$ cat src/rtl/gcd_pkg.sv
// gcd_pkg -- shared definitions for the GCD controller slice.
//   GCD_WIDTH   : default operand/result width
//   gcd_state_e : controller state encoding (IDLE / CALC / DONE)
// Optional feature macro used by the slice: GCD_ITER_COUNT_EN.
package gcd_pkg;

    localparam int GCD_WIDTH = 8;

    typedef enum logic [1:0] {
        IDLE = 2'd0,
        CALC = 2'd1,
        DONE = 2'd2
    } gcd_state_e;

endpackage

$ cat src/rtl/gcd_if.sv
// gcd_if -- request/result bundle between a requester and gcd_controller.
//   start, a_in, b_in        : requester -> controller (operands sampled on accept)
//   ready, busy, done        : controller status (exactly one high at a time)
//   gcd_out                  : result, stable until the next accepted start
//   iter_count               : subtraction count, only with GCD_ITER_COUNT_EN
// Modports: master (requester side), slave (controller side).
interface gcd_if
    import gcd_pkg::*;
#(
    parameter int WIDTH = GCD_WIDTH
) ();

    logic             start;
    logic [WIDTH-1:0] a_in;
    logic [WIDTH-1:0] b_in;
    logic             ready;
    logic             busy;
    logic             done;
    logic [WIDTH-1:0] gcd_out;
`ifdef GCD_ITER_COUNT_EN
    logic [WIDTH-1:0] iter_count;

    modport master (
        output start, a_in, b_in,
        input  ready, busy, done, gcd_out, iter_count
    );

    modport slave (
        input  start, a_in, b_in,
        output ready, busy, done, gcd_out, iter_count
    );
`else
    modport master (
        output start, a_in, b_in,
        input  ready, busy, done, gcd_out
    );

    modport slave (
        input  start, a_in, b_in,
        output ready, busy, done, gcd_out
    );
`endif

endinterface

$ cat src/rtl/gcd_cmp.sv
// gcd_cmp -- unsigned magnitude comparator.
//   a, b       : WIDTH-bit unsigned operands
//   gt, eq, lt : a>b, a==b, a<b (exactly one is high)
module gcd_cmp
    import gcd_pkg::*;
#(
    parameter int WIDTH = GCD_WIDTH
) (
    input  logic [WIDTH-1:0] a,
    input  logic [WIDTH-1:0] b,
    output logic             gt,
    output logic             eq,
    output logic             lt
);

    assign eq = (a == b);
    assign gt = (a > b);
    assign lt = ~(eq | gt);

endmodule

$ cat src/rtl/gcd_controller.sv
// gcd_controller -- subtractive (Euclid) GCD engine with a 3-state FSM.
//   clk      : clock, rising edge
//   rst      : synchronous active-high reset; aborts any computation
//   bus      : gcd_if.slave -- start/a_in/b_in in; ready/busy/done/gcd_out out
// One subtraction per CALC cycle; latency from accept to done pulse is 2+s
// cycles for s subtractions. Status outputs are registered and move with the
// state so exactly one of ready/busy/done is high.
// Optional feature: define GCD_ITER_COUNT_EN to add bus.iter_count, a
// saturating count of subtractions for the current/last computation.
module gcd_controller
    import gcd_pkg::*;
#(
    parameter int WIDTH = GCD_WIDTH
) (
    input  logic  clk,
    input  logic  rst,
    gcd_if.slave  bus
);

    gcd_state_e       state;
    logic [WIDTH-1:0] ra;
    logic [WIDTH-1:0] rb;
    logic [WIDTH-1:0] gcd_q;
    logic             ready_q;
    logic             busy_q;
    logic             done_q;
    logic             gt;
    logic             eq;
    logic             lt;
    logic             any_zero;

`ifdef GCD_ITER_COUNT_EN
    logic [WIDTH-1:0] iter_q;
`endif

    gcd_cmp #(.WIDTH(WIDTH)) u_cmp (
        .a  (ra),
        .b  (rb),
        .gt (gt),
        .eq (eq),
        .lt (lt)
    );

    // A zero operand terminates immediately: gcd(0,x)=x and gcd(0,0)=0,
    // which ra|rb covers in one expression.
    assign any_zero = (ra == '0) || (rb == '0);

    always_ff @(posedge clk) begin
        if (rst) begin
            state   <= IDLE;
            ra      <= '0;
            rb      <= '0;
            gcd_q   <= '0;
            ready_q <= 1'b1;
            busy_q  <= 1'b0;
            done_q  <= 1'b0;
`ifdef GCD_ITER_COUNT_EN
            iter_q  <= '0;
`endif
        end else begin
            case (state)
                IDLE: begin
                    if (bus.start) begin
                        ra      <= bus.a_in;
                        rb      <= bus.b_in;
                        state   <= CALC;
                        ready_q <= 1'b0;
                        busy_q  <= 1'b1;
`ifdef GCD_ITER_COUNT_EN
                        iter_q  <= '0;
`endif
                    end
                end

                CALC: begin
                    if (any_zero || eq) begin
                        // eq: ra==rb, so ra|rb == ra as well
                        gcd_q  <= ra | rb;
                        state  <= DONE;
                        busy_q <= 1'b0;
                        done_q <= 1'b1;
                    end else begin
                        // larger operand is always the minuend: no underflow
                        if (gt)
                            ra <= ra - rb;
                        else if (lt)
                            rb <= rb - ra;
`ifdef GCD_ITER_COUNT_EN
                        if (iter_q != '1)
                            iter_q <= iter_q + 1'b1;
`endif
                    end
                end

                DONE: begin
                    state   <= IDLE;
                    done_q  <= 1'b0;
                    ready_q <= 1'b1;
                end

                default: begin
                    state   <= IDLE;
                    ready_q <= 1'b1;
                    busy_q  <= 1'b0;
                    done_q  <= 1'b0;
                end
            endcase
        end
    end

    assign bus.ready   = ready_q;
    assign bus.busy    = busy_q;
    assign bus.done    = done_q;
    assign bus.gcd_out = gcd_q;
`ifdef GCD_ITER_COUNT_EN
    assign bus.iter_count = iter_q;
`endif

endmodule

$ cat src/flat_wrapper.sv
// flat-port wrapper written by rule: the top's interface ports become plain ports
module gcd_controller_flat import gcd_pkg::*;
#(
    parameter int WIDTH = GCD_WIDTH
)
  (clk, rst, bus_start, bus_a_in, bus_b_in, bus_ready, bus_busy, bus_done, bus_gcd_out);
  gcd_if #(.WIDTH(WIDTH)) bus_i ();
  input  logic clk;
  input  logic rst;
  input wire logic [$bits(bus_i.start)-1:0] bus_start;
  input wire logic [$bits(bus_i.a_in)-1:0] bus_a_in;
  input wire logic [$bits(bus_i.b_in)-1:0] bus_b_in;
  output wire logic [$bits(bus_i.ready)-1:0] bus_ready;
  output wire logic [$bits(bus_i.busy)-1:0] bus_busy;
  output wire logic [$bits(bus_i.done)-1:0] bus_done;
  output wire logic [$bits(bus_i.gcd_out)-1:0] bus_gcd_out;
  assign bus_i.start = bus_start;
  assign bus_i.a_in = bus_a_in;
  assign bus_i.b_in = bus_b_in;
  assign bus_ready = bus_i.ready;
  assign bus_busy = bus_i.busy;
  assign bus_done = bus_i.done;
  assign bus_gcd_out = bus_i.gcd_out;
  gcd_controller #(.WIDTH(WIDTH)) u_core (.clk(clk), .rst(rst), .bus(bus_i));
endmodule
$ cat config.mk
export PLATFORM = sky130hd
export DESIGN_NAME = gcd_controller_flat
export DESIGN_NICKNAME = d
export VERILOG_FILES = /design/src/rtl/gcd_pkg.sv /design/src/rtl/gcd_if.sv /design/src/rtl/gcd_cmp.sv /design/src/rtl/gcd_controller.sv /design/src/flat_wrapper.sv
export SDC_FILE = /design/constraint.sdc
export NUM_CORES = 1
export LEC_CHECK = 0
export BUFFER_PORTS_ARGS = -buffer_cell sky130_fd_sc_hd__buf_2
export CORE_MARGIN = 1.5
export CORE_UTILIZATION = 40
export DETAILED_ROUTE_END_ITERATION = 8
export HOLD_SLACK_MARGIN = 0.03
export PLACE_DENSITY_LB_ADDON = 0.2
export RECOVER_POWER = 100
export SLEW_MARGIN = 10
export SYNTH_ARGS = -nofsm -noshare
export SYNTH_HDL_FRONTEND = slang
export SYNTH_SLANG_ARGS = --single-unit
export TNS_END_PERCENT = 20
$ cat constraint.sdc
create_clock -name clk -period 4.4 [get_ports clk]
set_clock_uncertainty 0.05 [all_clocks]
set_input_delay 0.22 -clock clk [delete_from_list [all_inputs] [get_ports clk]]
set_output_delay 0.22 -clock clk [all_outputs]
set_load 0.02 [all_outputs]
==> flow_summary.json <==
{
  "status": "finished, final reports clean",
  "tritoncts": "done",
  "period_share_pct": 68.56,
  "endpoint": "u_core.rb[0]",
  "firstDrtPassIters": 4,
  "nFillCells": 571,
  "crit_path_max_incr_delay_ns": 0.57,
  "clock-sinks": 29,
  "reg2regPathDepth": 7,
  "top_layer": "met4",
  "ys_seq_area_share_pct": 25.34,
  "path_cells": "inv_1 > ha_1 > nor4_1 > a21boi_0 > and3_2 > a41oi_4 > mux2_1",
  "crit_path_start_kind": "register",
  "fin_nets": 336,
  "wire_per_inst_um": 15.98,
  "cp_num_buf_inv": 1,
  "synth_top_family_by_area": "compound AO/OA/AOI/OAI gates",
  "num_rows": 27,
  "wl_met3_um": 350,
  "crit_cells": 7,
  "drive_above_1_share_pct": 11.60,
  "cp_slowest_cell": "nor4_1",
  "required_ns": 4.51,
  "synth_compound_area_share_pct": 23.27,
  "synth_warnings": 0,
  "hp-class": "in2reg",
  "post_cts_buffers": 0,
  "final.min_clock_period_ns": 3.017,
  "slew_headroom_pct": 41.95,
  "grt_max_degree": 41,
  "ant_nets": 0,
  "cpLargestDelayFamily": "simple AND/OR/NAND/NOR gates",
  "die_h_um": 78.68,
  "routed_wl_um": 5833,
  "dr_wl_met2_um": 2497,
  "grtUsageTotal_pct": 19.94,
  "ys_seq_elements": 29,
  "tns_ns": 0,
  "cts_made_buffers": 5,
  "htreeDepth": 2,
  "vias": 2006,
  "place_congestion": 0.8539,
  "antenna_found_initial": 0,
  "initialDrtViolationCount": 169,
  "worstSetupPathType": "reg2reg",
  "postSynthAreaPerCell_um2": 8.454,
  "yosys_most_used_dff": "dfxtp_1",
  "synth_cell_types": 53,
  "grt_pass1_vias": 1884,
  "rsz0062_at_grt": "false",
  "max_cap_violations": 0,
  "viasPerCell": 5.496,
  "arrival_ns": 3.13,
  "rr_endpoint": "u_core.rb[0]",
  "coreArea_um2": 5507,
  "io_buffers": 29,
  "clk_latency_ns": 0.28,
  "fmax_ghz": 0.3315,
  "end_kind": "register",
  "synth_cells": 271,
  "ioPinCount": 30,
  "synthXorXnorAreaFrac_pct": 1.912,
  "antenna_cells": 0,
  "hold_start": "bus_a_in[0]",
  "startpoint": "u_core.rb[4]",
  "post-place-ws_ns": 1.690,
  "synth_edf_count": 0,
  "dieArea_um2": 6191,
  "cts_resized": 0,
  "grt_pass1_wl_um": 9549,
  "synth-simple-area-share_pct": 22.72,
  "synth_area_um2": 2291,
  "grt-ovfl-total": 0,
  "dpl.hpwl_um": 4337,
  "muxShareOfSynthArea_pct": 4.588,
  "setup_slack_ns": 1.383,
  "start_util_pct": 41.60,
  "die_x_um": 78.68,
  "wl_met1_um": 2874,
  "hold_viol_final": 0,
  "cts.clk_slew.worst_paths_ns": 0.07,
  "whs_path_depth": 3,
  "postCtsHoldBufs": 0,
  "drc": 0,
  "cts-root-buf": "clkbuf_8",
  "setup_viol": 0,
  "ctsLongestPathBuffers": 2,
  "area_growth_pct": 8.793,
  "async_flop_share_pct": 0,
  "drv_slew": 0,
  "ff2ff_setup_slack_ns": 1.38,
  "synthAdderAreaFrac_pct": 14.31,
  "critical_path_peak_fanout": 13,
  "max_slew.worst_pin.slew_ns": 0.8689,
  "r2r-start": "u_core.rb[4]",
  "syn-num-nets": 315
}
cells in the mapped netlist (all sizes together) (6+ instances only):
cell	instances	area share, %
nor2	27	4.4
a211oi	11	3.6
nor2b	6	1.6
a21oi	11	2.4
clkbuf	6	0.98
ha	23	13
nand2b	14	3.8
o21ai	6	1.3
a211o	6	2.3
a31oi	6	1.9
mux2i	9	3.9
nor3	8	2.0
nor4	8	2.7
inv	24	3.9
dfxtp	29	25
buf	10	2.9
nand2	9	1.5
registers in the layout, indices dropped and copies added (netlist names):
signal	flops
u_core.state	2
u_core.rb	8
u_core.bus.gcd_out	8
u_core.bus.busy	1
u_core.bus.ready	1
u_core.ra	8
u_core.bus.done	1
metal layers:
metal,vias up,global-route usage (%)
li1,1015,-
met1,931,27.47
met2,49,29.91
met3,11,4.651
met4,0,7.500
met5,-,0
metrics by stage:
step	hold slack (ns)	area, um^2	cells	util, %
after floorplan	0.3335	2291	271	-
after global placement	0.4001	2444	357	44.38
after detailed placement	0.3995	2444	357	44.38
after CTS	0.1652	2526	365	45.88
after global routing	0.1801	2492	365	45.26
final	0.1644	2492	365	45.26
area by class of cell:
| class | count | area, um^2 | share of cell area, % |
|---|---|---|---|
| multi-input combinational | 202 | 1510 | 60.59 |
| timing repair buffer | 30 | 138.9 | 5.572 |
| sequential | 29 | 580.6 | 23.29 |
| tap | 72 | 90.09 | 3.614 |
| clock inverter | 2 | 10.01 | 0.4016 |
| inverter | 24 | 90.09 | 3.614 |
| clock buffer | 6 | 72.57 | 2.912 |
placed cells by master (no fill, tap or decap), types with 3 or more instances in the layout:
| cell | instances |
|---|---|
| dfxtp_1 | 29 |
| nor2_1 | 27 |
| inv_1 | 23 |
| ha_1 | 23 |
| buf_2 | 18 |
| nand2b_1 | 14 |
| clkbuf_1 | 12 |
| a21oi_1 | 11 |
| a211oi_1 | 11 |
| nand2_1 | 9 |
| mux2i_1 | 9 |
| nor4_1 | 7 |
| nor3_1 | 7 |
| nor2b_1 | 6 |
| a31oi_1 | 6 |
| a211o_1 | 6 |
| o21ai_0 | 6 |
| o31ai_1 | 5 |
| o21bai_1 | 5 |
| xnor2_1 | 5 |
| clkbuf_8 | 5 |
| or4_1 | 4 |
| and2_1 | 4 |
| or3_1 | 3 |
tightest hold or removal path, delay by kind of cell:
family	cells	cell delay, ns
buf+inv	1	0.09
compound gates	1	0.08
simple gates	1	0.06
how the worst min path moves through the flow:
stage	slack, ns	endpoint
after floorplan	0.33	u_core.ra[0]
final	0.16	u_core.ra[0]
after detailed placement	0.40	u_core.bus.ready
after global routing	0.18	u_core.ra[0]
after global placement	0.40	u_core.bus.ready
after CTS	0.17	u_core.ra[0]
logic make-up (layout without fill, tap and decap cells):
family,Yosys count,in the layout
buffers and inverters,40,62
adder cells (fa/ha/maj),25,25
multiplexers,10,10
AO/OA/AOI/OAI,68,68
AND/OR/NAND/NOR,94,94
flip-flops,29,29
XOR/XNOR,5,5
Power is left out: the tool's default activity adds up to more than one toggle a clock period on the data nets, which glitch-free logic cannot reach.
